==> config.mk <==
export PLATFORM = sky130hd
export DESIGN_NAME = montmul_rr_sched_flat
export DESIGN_NICKNAME = d
export VERILOG_FILES = /design/src/rtl/montmul_rr_sched_if.sv /design/src/rtl/montmul_rr_sched.sv /design/src/flat_wrapper.sv
export SDC_FILE = /design/constraint.sdc
export NUM_CORES = 1
export LEC_CHECK = 0
export CAP_MARGIN = 20
export CORE_MARGIN = 5
export CORE_UTILIZATION = 36
export DETAILED_ROUTE_END_ITERATION = 6
export GPL_TIMING_DRIVEN = 0
export MAX_ROUTING_LAYER = met4
export PLACE_DENSITY = 0.84
export SYNTH_ARGS = -nofsm -noshare
export SYNTH_HDL_FRONTEND = slang
export SYNTH_SLANG_ARGS = --single-unit
==> constraint.sdc <==
create_clock -name clk -period 5.9 [get_ports clk]
set_input_delay 1.475 -clock clk [delete_from_list [all_inputs] [get_ports clk]]
set_output_delay 1.475 -clock clk [all_outputs]
set_load 0.01 [all_outputs]
==> src/rtl/montmul_rr_sched_if.sv <==
`timescale 1ns/1ps
// -----------------------------------------------------------------------------
// montmul_rr_sched_if
//
// Bundles every signal between the Montgomery-multiplier scheduler and its
// environment: the requester handshake, the modulus configuration port, the
// shared multiplier datapath and the tagged result return.
//
// Signals (direction as seen from the scheduler, i.e. the slave modport):
//   req_valid  in   [NREQ]        per-requester operation request
//   req_ready  out  [NREQ]        per-requester grant, at most one bit high
//   req_a/b    in   [NREQ*WIDTH]  operands, requester i at [i*WIDTH +: WIDTH]
//   cfg_we     in                 single-cycle modulus write request
//   cfg_q/qp   in   [WIDTH]       new Q and Q' = -Q^-1 mod 2^WIDTH
//   cfg_busy   out                modulus change pending or never loaded
//   mm_a/b     out  [WIDTH]       registered operands to the multiplier
//   mm_q/qp    out  [WIDTH]       registered modulus to the multiplier
//   mm_res     in   [WIDTH]       multiplier result
//   rsp_valid  out  [NREQ]        one-hot result strobe
//   rsp_data   out  [WIDTH]       result, equal to mm_res
//
// Modports: slave = scheduler, master = requesters + multiplier side.
// -----------------------------------------------------------------------------
interface montmul_rr_sched_if #(
    parameter int WIDTH = 24,
    parameter int NREQ  = 4
);
    logic [NREQ-1:0]       req_valid;
    logic [NREQ-1:0]       req_ready;
    logic [NREQ*WIDTH-1:0] req_a;
    logic [NREQ*WIDTH-1:0] req_b;
    logic                  cfg_we;
    logic [WIDTH-1:0]      cfg_q;
    logic [WIDTH-1:0]      cfg_qp;
    logic                  cfg_busy;
    logic [WIDTH-1:0]      mm_a;
    logic [WIDTH-1:0]      mm_b;
    logic [WIDTH-1:0]      mm_q;
    logic [WIDTH-1:0]      mm_qp;
    logic [WIDTH-1:0]      mm_res;
    logic [NREQ-1:0]       rsp_valid;
    logic [WIDTH-1:0]      rsp_data;

    modport slave (
        input  req_valid, req_a, req_b, cfg_we, cfg_q, cfg_qp, mm_res,
        output req_ready, cfg_busy, mm_a, mm_b, mm_q, mm_qp, rsp_valid, rsp_data
    );

    modport master (
        output req_valid, req_a, req_b, cfg_we, cfg_q, cfg_qp, mm_res,
        input  req_ready, cfg_busy, mm_a, mm_b, mm_q, mm_qp, rsp_valid, rsp_data
    );
endinterface

==> src/rtl/montmul_rr_sched.sv <==
`timescale 1ns/1ps
// -----------------------------------------------------------------------------
// montmul_rr_sched
//
// Shares one fully pipelined Montgomery multiplier (one op per clock, fixed
// latency LAT) between NREQ requesters with round-robin arbitration. Owns the
// multiplier modulus (mm_q/mm_qp) and only swaps it once every in-flight
// operation has left the pipe. Each issued op carries a {valid, id} tag down a
// LAT+1 stage pipe so the result is strobed back to the requester that issued it.
//
// Ports:
//   clk          single clock, rising edge
//   rst          asynchronous, active-high reset
//   bus          montmul_rr_sched_if.slave (handshake, config, multiplier, results)
//   stat_issued  [31:0] accepted ops (only with MONTMUL_SCHED_STATS_EN)
//   stat_stall   [31:0] cycles with a request but no accept
//                       (only with MONTMUL_SCHED_STATS_EN)
//
// Optional feature: define MONTMUL_SCHED_STATS_EN to add the two counters.
// -----------------------------------------------------------------------------
module montmul_rr_sched #(
    parameter int WIDTH = 24,
    parameter int NREQ  = 4,
    parameter int LAT   = 4
) (
    input  logic               clk,
    input  logic               rst,
`ifdef MONTMUL_SCHED_STATS_EN
    output logic [31:0]        stat_issued,
    output logic [31:0]        stat_stall,
`endif
    montmul_rr_sched_if.slave  bus
);
    localparam int ID_W = $clog2(NREQ);

    typedef enum logic [1:0] {
        ST_UNCFG,   // no modulus loaded since reset
        ST_RUN,     // issuing
        ST_DRAIN,   // modulus change pending, waiting for the pipe to empty
        ST_LOAD     // one cycle: copy shadow modulus to the multiplier
    } state_e;

    state_e            state_q, state_d;
    logic              issue_en;
    logic              shadow_we;
    logic              load_en;
    logic              busy;

    logic [ID_W-1:0]   ptr_q, ptr_d;
    logic              grant_vld;
    logic [ID_W-1:0]   grant_idx;
    logic              accept;

    logic [WIDTH-1:0]  mm_a_q, mm_b_q;
    logic [WIDTH-1:0]  modq_q, modqp_q;
    logic [WIDTH-1:0]  shadow_q_q, shadow_qp_q;

    logic [LAT:0]      tag_vld_q;
    logic [ID_W-1:0]   tag_id_q [LAT+1];

    // (base + ofs) mod NREQ for base, ofs < NREQ; works for non-power-of-2 NREQ.
    function automatic logic [ID_W-1:0] wrap_add(input logic [ID_W-1:0] base, input int ofs);
        int sum;
        sum = 32'(base) + ofs;
        if (sum >= NREQ) begin
            sum = sum - NREQ;
        end
        return ID_W'(sum);
    endfunction

    // ---------------------------------------------------------------- FSM
    // NOTE: every clocked block uses non-blocking assignments so all registers
    // update from pre-edge values regardless of block evaluation order.
    always_ff @(posedge clk or posedge rst) begin
        if (rst) begin
            state_q <= ST_UNCFG;
        end else begin
            state_q <= state_d;
        end
    end

    // NOTE: each combinational output gets a default first, so no path through
    // the block leaves it unassigned and no latch is inferred.
    always_comb begin
        state_d = state_q;
        case (state_q)
            ST_UNCFG: if (bus.cfg_we) state_d = ST_LOAD;
            ST_RUN:   if (bus.cfg_we) state_d = ST_DRAIN;
            // No issue happens in DRAIN, so the pipe is empty after this edge
            // exactly when every stage that will shift forward is invalid.
            ST_DRAIN: if (~|tag_vld_q[LAT-1:0]) state_d = ST_LOAD;
            ST_LOAD:  state_d = ST_RUN;
            default:  state_d = ST_UNCFG;
        endcase
    end

    always_comb begin
        issue_en  = 1'b0;
        shadow_we = 1'b0;
        load_en   = 1'b0;
        busy      = 1'b1;
        case (state_q)
            ST_UNCFG: shadow_we = bus.cfg_we;
            ST_RUN: begin
                issue_en  = 1'b1;
                busy      = 1'b0;
                shadow_we = bus.cfg_we;
            end
            ST_LOAD:  load_en = 1'b1;
            default:  ;
        endcase
    end

    // ------------------------------------------------------------ arbiter
    // First requester with valid set, searching upward from the pointer.
    always_comb begin
        grant_vld = 1'b0;
        grant_idx = '0;
        if (issue_en) begin
            for (int k = 0; k < NREQ; k++) begin
                if (!grant_vld && bus.req_valid[wrap_add(ptr_q, k)]) begin
                    grant_vld = 1'b1;
                    grant_idx = wrap_add(ptr_q, k);
                end
            end
        end
    end

    // A grant is only raised for a valid requester, so grant means accept.
    assign accept = grant_vld;
    assign ptr_d  = accept ? wrap_add(grant_idx, 1) : ptr_q;

    assign bus.req_ready = grant_vld ? ({{(NREQ-1){1'b0}}, 1'b1} << grant_idx) : '0;

    // ----------------------------------------------------------- datapath
    always_ff @(posedge clk or posedge rst) begin
        if (rst) begin
            ptr_q       <= '0;
            mm_a_q      <= '0;
            mm_b_q      <= '0;
            modq_q      <= '0;
            modqp_q     <= '0;
            shadow_q_q  <= '0;
            shadow_qp_q <= '0;
        end else begin
            ptr_q <= ptr_d;
            // Operands hold when nothing is issued; the invalid tag hides the result.
            if (accept) begin
                mm_a_q <= bus.req_a[grant_idx*WIDTH +: WIDTH];
                mm_b_q <= bus.req_b[grant_idx*WIDTH +: WIDTH];
            end
            if (shadow_we) begin
                shadow_q_q  <= bus.cfg_q;
                shadow_qp_q <= bus.cfg_qp;
            end
            if (load_en) begin
                modq_q  <= shadow_q_q;
                modqp_q <= shadow_qp_q;
            end
        end
    end

    assign bus.mm_a     = mm_a_q;
    assign bus.mm_b     = mm_b_q;
    assign bus.mm_q     = modq_q;
    assign bus.mm_qp    = modqp_q;
    assign bus.cfg_busy = busy;

    // ----------------------------------------------------------- tag pipe
    // Stage 0 is entered on the accept edge; stage LAT lines up with mm_res.
    always_ff @(posedge clk or posedge rst) begin
        if (rst) begin
            tag_vld_q <= '0;
        end else begin
            tag_vld_q <= {tag_vld_q[LAT-1:0], accept};
        end
    end

    // NOTE: only the valid bits need a reset; an id is never looked at while
    // its valid bit is clear, so the id shift register is left unreset.
    always_ff @(posedge clk) begin
        tag_id_q[0] <= grant_idx;
        for (int s = 1; s <= LAT; s++) begin
            tag_id_q[s] <= tag_id_q[s-1];
        end
    end

    assign bus.rsp_valid = tag_vld_q[LAT] ? ({{(NREQ-1){1'b0}}, 1'b1} << tag_id_q[LAT]) : '0;
    assign bus.rsp_data  = bus.mm_res;

    // ---------------------------------------------------------- counters
`ifdef MONTMUL_SCHED_STATS_EN
    logic [31:0] stat_issued_q;
    logic [31:0] stat_stall_q;

    always_ff @(posedge clk or posedge rst) begin
        if (rst) begin
            stat_issued_q <= '0;
            stat_stall_q  <= '0;
        end else begin
            if (accept) begin
                stat_issued_q <= stat_issued_q + 32'd1;
            end
            if ((|bus.req_valid) && !accept) begin
                stat_stall_q <= stat_stall_q + 32'd1;
            end
        end
    end

    assign stat_issued = stat_issued_q;
    assign stat_stall  = stat_stall_q;
`endif

endmodule

==> src/flat_wrapper.sv <==
// flat-port wrapper written by rule: the top's interface ports become plain ports
module montmul_rr_sched_flat 
#(
    parameter int WIDTH = 24,
    parameter int NREQ  = 4,
    parameter int LAT   = 4
)
  (clk, rst, bus_req_valid, bus_req_a, bus_req_b, bus_cfg_we, bus_cfg_q, bus_cfg_qp, bus_mm_res, bus_req_ready, bus_cfg_busy, bus_mm_a, bus_mm_b, bus_mm_q, bus_mm_qp, bus_rsp_valid, bus_rsp_data);
  montmul_rr_sched_if #(.WIDTH(WIDTH), .NREQ(NREQ)) bus_i ();
  input  logic clk;
  input  logic rst;
  input wire logic [$bits(bus_i.req_valid)-1:0] bus_req_valid;
  input wire logic [$bits(bus_i.req_a)-1:0] bus_req_a;
  input wire logic [$bits(bus_i.req_b)-1:0] bus_req_b;
  input wire logic [$bits(bus_i.cfg_we)-1:0] bus_cfg_we;
  input wire logic [$bits(bus_i.cfg_q)-1:0] bus_cfg_q;
  input wire logic [$bits(bus_i.cfg_qp)-1:0] bus_cfg_qp;
  input wire logic [$bits(bus_i.mm_res)-1:0] bus_mm_res;
  output wire logic [$bits(bus_i.req_ready)-1:0] bus_req_ready;
  output wire logic [$bits(bus_i.cfg_busy)-1:0] bus_cfg_busy;
  output wire logic [$bits(bus_i.mm_a)-1:0] bus_mm_a;
  output wire logic [$bits(bus_i.mm_b)-1:0] bus_mm_b;
  output wire logic [$bits(bus_i.mm_q)-1:0] bus_mm_q;
  output wire logic [$bits(bus_i.mm_qp)-1:0] bus_mm_qp;
  output wire logic [$bits(bus_i.rsp_valid)-1:0] bus_rsp_valid;
  output wire logic [$bits(bus_i.rsp_data)-1:0] bus_rsp_data;
  assign bus_i.req_valid = bus_req_valid;
  assign bus_i.req_a = bus_req_a;
  assign bus_i.req_b = bus_req_b;
  assign bus_i.cfg_we = bus_cfg_we;
  assign bus_i.cfg_q = bus_cfg_q;
  assign bus_i.cfg_qp = bus_cfg_qp;
  assign bus_i.mm_res = bus_mm_res;
  assign bus_req_ready = bus_i.req_ready;
  assign bus_cfg_busy = bus_i.cfg_busy;
  assign bus_mm_a = bus_i.mm_a;
  assign bus_mm_b = bus_i.mm_b;
  assign bus_mm_q = bus_i.mm_q;
  assign bus_mm_qp = bus_i.mm_qp;
  assign bus_rsp_valid = bus_i.rsp_valid;
  assign bus_rsp_data = bus_i.rsp_data;
  montmul_rr_sched #(.WIDTH(WIDTH), .NREQ(NREQ), .LAT(LAT)) u_core (.clk(clk), .rst(rst), .bus(bus_i));
endmodule
### Yosys cells after proc, flatten, opt, wreduce, memory -nomap -nowiden

Memory sizes are Yosys's and may differ from the RTL's.
Index checks and enable logic that the tools add are counted.

* register bits after elaboration: 153
* RAM bits: 10
* input port bits: 271
* output and inout bits: 129
* logic and storage cells: 89
* memories: 1

* add/sub/neg operators: 9
* multiply operators: 1
* order comparisons: 9
* equal/unequal tests: 6
* shift-type cells: 4
* mux-type cells: 40
* reduce and logical (&&, ||, !) cells: 10

Memory list
* u_core.tag_id_q: words 5, bits a word 2, read ports 5, clocked after Yosys merged registers in 0, write ports 5, line montmul_rr_sched.sv:59 `logic [ID_W-1:0] tag_id_q [LAT+1];`

Operators by type and width (number)
* $shiftx A96 B8 Y24: 2
* $mux W2: 17
* $mux W1: 16
* $ge A3 B3 Y1 const B: 4
* $lt A2 B3 Y1 const B: 4
* $sub A2 B1 Y2 const B: 5
* $bmux W1 S2: 4
* $mux W4: 2
* $pmux W2 S4: 1
* $shl A1 B2 Y4 const A: 2
* $add A2 B1 Y3 const B: 2
* $add A2 B2 Y3 const B: 2
* $ne A2 B2 Y1 const B: 3
* $eq A2 B2 Y1 const B: 2
* $mul A2 B2 Y4 const B: 1
* $reduce_or A4 Y1: 1
* $ge A2 B3 Y1 const B: 1
* $logic_and A1 B1 Y1: 3
* $logic_not A1 Y1: 3
* $reduce_and A3 Y1: 1
* $eq A2 B1 Y1 const B: 1
* $logic_not A2 Y1: 1
* $reduce_or A2 Y1: 1

### Depth between registers and ports, before layout

* word-level depth: 22
* mapped depth: 8
* depth with buffers taken out: 6

### Worst setup path before layout

Ideal clock, no wire load.

* path kind: input port to output port
* from: input port bus_req_valid[3]
* to: output port bus_req_ready[0]
* arrival: 2758 ps
* required time: 4425 ps
* setup slack: 1667 ps
* stages: 7
* path through: buf_2 > or3_1 > o21ai_2 > inv_2 > buf_2 > buf_2 > and2_1

RTL lines
* start, declared: line flat_wrapper.sv:12 `input wire logic [$bits(bus_i.req_valid)-1:0] bus_req_valid;`
* $bmux W1 S2: line montmul_rr_sched.sv:121 `if (!grant_vld && bus.req_valid[wrap_add(ptr_q, k)]) begin`
* $mux W1 (not written as such): line montmul_rr_sched.sv:121
* $mux W1: line montmul_rr_sched.sv:121
* $mux W1: line montmul_rr_sched.sv:119 `if (issue_en) begin`
* $logic_not A1 Y1: line montmul_rr_sched.sv:121
* $logic_and A1 B1 Y1: line montmul_rr_sched.sv:121
* $mux W1: line montmul_rr_sched.sv:121
* $mux W1: line montmul_rr_sched.sv:119
* [... 2 more ...]
* $mux W1: line montmul_rr_sched.sv:121
* $mux W1: line montmul_rr_sched.sv:119
* $logic_not A1 Y1: line montmul_rr_sched.sv:121
* $logic_and A1 B1 Y1: line montmul_rr_sched.sv:121
* $mux W1 (*): line montmul_rr_sched.sv:121
* $mux W1 (*): line montmul_rr_sched.sv:119
* net u_core.accept: line montmul_rr_sched.sv:52 `logic accept;`
* $mux W4 (*): line montmul_rr_sched.sv:133 `assign bus.req_ready = grant_vld ? ({{(NREQ-1){1'b0}}, 1'b1} << grant_idx) : '0;`
* end, declared: line flat_wrapper.sv:19 `output wire logic [$bits(bus_i.req_ready)-1:0] bus_req_ready;`

Mark *: on every way through the listed nets, which the timed path passes. The rest lies on a longest branch. The select of a mux whose other input is x is not followed.

### Worst setup path after layout

* from: input port bus_req_valid[1]
* to: output port bus_req_ready[3]

* cells in the longest elaborated chain, start to end: 18

RTL lines (line)
* $bmux W1 S2: montmul_rr_sched.sv:121
* $mux W1 (not written as such): montmul_rr_sched.sv:121
* $mux W1: montmul_rr_sched.sv:121
* $mux W1: montmul_rr_sched.sv:119
* $logic_not A1 Y1: montmul_rr_sched.sv:121
* $logic_and A1 B1 Y1: montmul_rr_sched.sv:121
* $mux W1: montmul_rr_sched.sv:121
* $mux W1: montmul_rr_sched.sv:119
* [... 2 more ...]
* $mux W1: montmul_rr_sched.sv:121
* $mux W1: montmul_rr_sched.sv:119
* $logic_not A1 Y1: montmul_rr_sched.sv:121
* $logic_and A1 B1 Y1: montmul_rr_sched.sv:121
* $mux W2: montmul_rr_sched.sv:121
* $mux W2: montmul_rr_sched.sv:119
* $shl A1 B2 Y4: montmul_rr_sched.sv:133
* $mux W4 (*): montmul_rr_sched.sv:133

Mark *: on every way between the ends. The rest lies on a longest branch, timed or not. The select of a mux whose other input is x is not followed.

==> results.md <==
- Most frequent cells in the layout: clkdlybuf4s50_1 (374), dfrtp_1 (153), mux2_2 (97)
- CTS tree: done
- Port Buffers: approximately 370
- Clock sink total: between 150 and 200
- Dpl hpwl: roughly 20000 µm
- Die Ht: 155 µm
- Reg2Reg Setup Slack: about 3.6 ns
- Crit-path max FO: 10
- Reg2Reg Depth: 8
- Finished Layout Cells: between 1000 and 1500
- Core Util, Final: 0.589
- Clk_lat worst skew: 0.42 ns
- Largest net degree at the start of global routing: 90
- Post-synthesis register bit count: approximately 160
- Worst setup EP type: output pin
- Worst hold start: u_core.tag_id_q[0][5]
- Lkg Pwr: 5.05 nW
- Syn nets: 911
- Wire per inst: around 19 µm
- Worst IR Drop VDD: 0.241 mV
- Dpl ws: 0.128 ns
- # setup viols final: 0
- Max-Cap Viols: 0
- Cells after synthesis: 640
- Hold_ws: 0.327 ns
- Vias: 6719
- Post-CTS setup buffers: 0
- Hold WC Path Type: reg -> reg
- PostCTS Resize Cnt: 0
- Setup CP Type: in -> out
- Initial drt markers: 277
- Core area: 20800 µm²
- Final worst-path cycle share: 0.966
- Setup WS post-layout: slightly below 0.2 ns
- Clock Root Buffer: clkbuf_16
- First-pass GRT wire length: roughly 39000 µm
- # H-tree levels: 4
- Post-synthesis sequential area ratio: 0.533
- Top_reg_cell synth: dfrtp_1
- Diode count: 0
- Final wirelength: about 26000 µm
- Vias in the first global route: approximately 7100
- Grt ovf: 0
- Placed cell area: ~12000 µm²
- Clock Skew: 0.0130 ns
- Max Root-Sink Buffers: 2
- Max Transition Viols Final: 0
- Most common cell after layout, fill and taps aside: clkdlybuf4s50_1
- Worst slew pin tran: 0.685 ns
- FP Rows: 53
- Total GRT Usage: 0.212
- Worst Setup SP: bus_req_valid[1]
- DR pass1 iterations: 5
- Initial antenna violation count: 0
- Vias per cell: about 5.1
- Reg2reg start: u_core.state_q[1]
- Routability Congestion: 0.909
- Horiz. Die Dim: 155 µm
- Final-stage net count: 1305
- DRC: 0
- Hold Path Sink: u_core.tag_id_q[0][7]
- Clock transition at the registers of the reported paths: 0.06 ns
- Io pins: 400
- Mean Syn Cell Area: between 10 and 15 µm²
- Setup TNS: 0 ns
- Status: completed
- Crit Reg-Reg Endpoint: u_core.bus.mm_a[4]
- DIE AREA: 24000 µm²
- Synthesized cell area: 7550 µm²
- Routed Antenna Nets: 0
- CP Data Required Time: 4.43 ns
- Period minus WS final: 5.70 ns
- Finished Cell Area: 12300 µm²
- Worst hold stages: 0
- Setup crit start kind: input pin
- Post-cts hold buffer count: 0
- Async S/R FF share, synth: 0.939
- Power Dens Cells: about 480 nW/µm²
- Worst rel slew slack: 0.543
- CTS Buf Count: 17
- Layout cells sized above 1: 0.194
- Post-synth EDFFs: 0
- Achievable Freq: 175 MHz
- Hold Vio Cnt, Final: 0
- Cell variety after synth: 37
- Placed cells: 1290
- WP data arrival: 4.23 ns
- Starting density of the core: 0.363
- Area Growth Syn to Fin: 62.4%
- RSZ-0062 raised after global routing: false
- Yosys warnings: 0
- Pwr Total: 5.93 mW
cells by family (layout without fill, tap and decap cells):
| kind of cell | count (synthesis) | in the layout | share of synthesized area |
|---|---|---|---|
| AO/OA/AOI/OAI | 153 | 153 | 0.151 |
| multiplexers | 124 | 124 | 0.180 |
| XOR/XNOR | 1 | 1 | 0.00116 |
| AND/OR/NAND/NOR | 118 | 118 | 0.0770 |
| flip-flops | 163 | 163 | 0.533 |
| buffers and inverters | 81 | 488 | 0.0571 |
where the power goes:
part	internal, mW	switching [mW]
clock	0.570	0.518
sequential	1.68	0.324
combinational	1.56	1.28
cell usage after synthesis, types with 2 or more instances:
master | number | area [µm²]
mux2i_1 | 27 | 270
a21oi_1 | 23 | 115
clkbuf_1 | 26 | 97.6
inv_2 | 2 | 7.51
a221oi_2 | 22 | 330
inv_1 | 4 | 15.0
dfrtp_1 | 153 | 3830
nor3_1 | 21 | 105
nor2_1 | 28 | 105
buf_2 | 18 | 90.1
o22ai_1 | 21 | 131
a221oi_1 | 26 | 228
nand2_1 | 27 | 101
buf_4 | 28 | 210
nor2b_1 | 3 | 18.8
and3_1 | 29 | 181
o21a_1 | 2 | 15.0
nand2b_1 | 3 | 18.8
dfxtp_1 | 10 | 200
o21ai_0 | 30 | 150
mux2_2 | 97 | 1090
o21ai_1 | 22 | 110
a21o_1 | 2 | 15.0
buf_1 | 3 | 11.3
sequential cells by signal, indices dropped and copies added, names as in the netlist, 5 cells and up:
register            flops
u_core.tag_vld_q        5
u_core.bus.mm_q        24
u_core.shadow_qp_q     24
u_core.bus.mm_b        24
u_core.bus.mm_a        24
u_core.tag_id_q        10
u_core.bus.mm_qp       24
u_core.shadow_q_q      24
cell type report:
| cell class | count | area [µm²] |
|---|---|---|
| multi-input combinational | 396 | 3100 |
| clock buffer | 17 | 425 |
| sequential | 163 | 4030 |
| buffer | 75 | 409 |
| fill | 1736 | 8550 |
| inverter | 6 | 27.5 |
| timing repair buffer | 375 | 3770 |
| clock inverter | 15 | 163 |
| tap | 275 | 344 |
worst max path at each step:
stage,end,slack (ns),depth (start not counted)
floorplan,u_core.bus.mm_a[0],0.30,1
CTS,bus_req_ready[0],0.13,7
detailed placement,bus_req_ready[0],0.13,7
global route,bus_req_ready[3],0.02,8
global placement,u_core.bus.mm_q[0],-1.89,2
finish,bus_req_ready[3],0.20,8
critical path: stages:
cell and delay (ns):
clkdlybuf4s50_1 0.51, or3_1 0.46, o21ai_2 0.31, inv_2 0.19
nand2_1 0.16, clkbuf_1 0.49, nor2_1 0.10, clkdlybuf4s50_1 0.53
metal layers:
metal  vias to the layer above  share of wire  track usage
li1                       3130              -            -
met1                      3285           0.40        0.254
met2                       274           0.51        0.361
met3                        30          0.070       0.0545
met4                         0          0.018       0.0505
met5                         -              0            -
(Power assumes the default switching activity.)
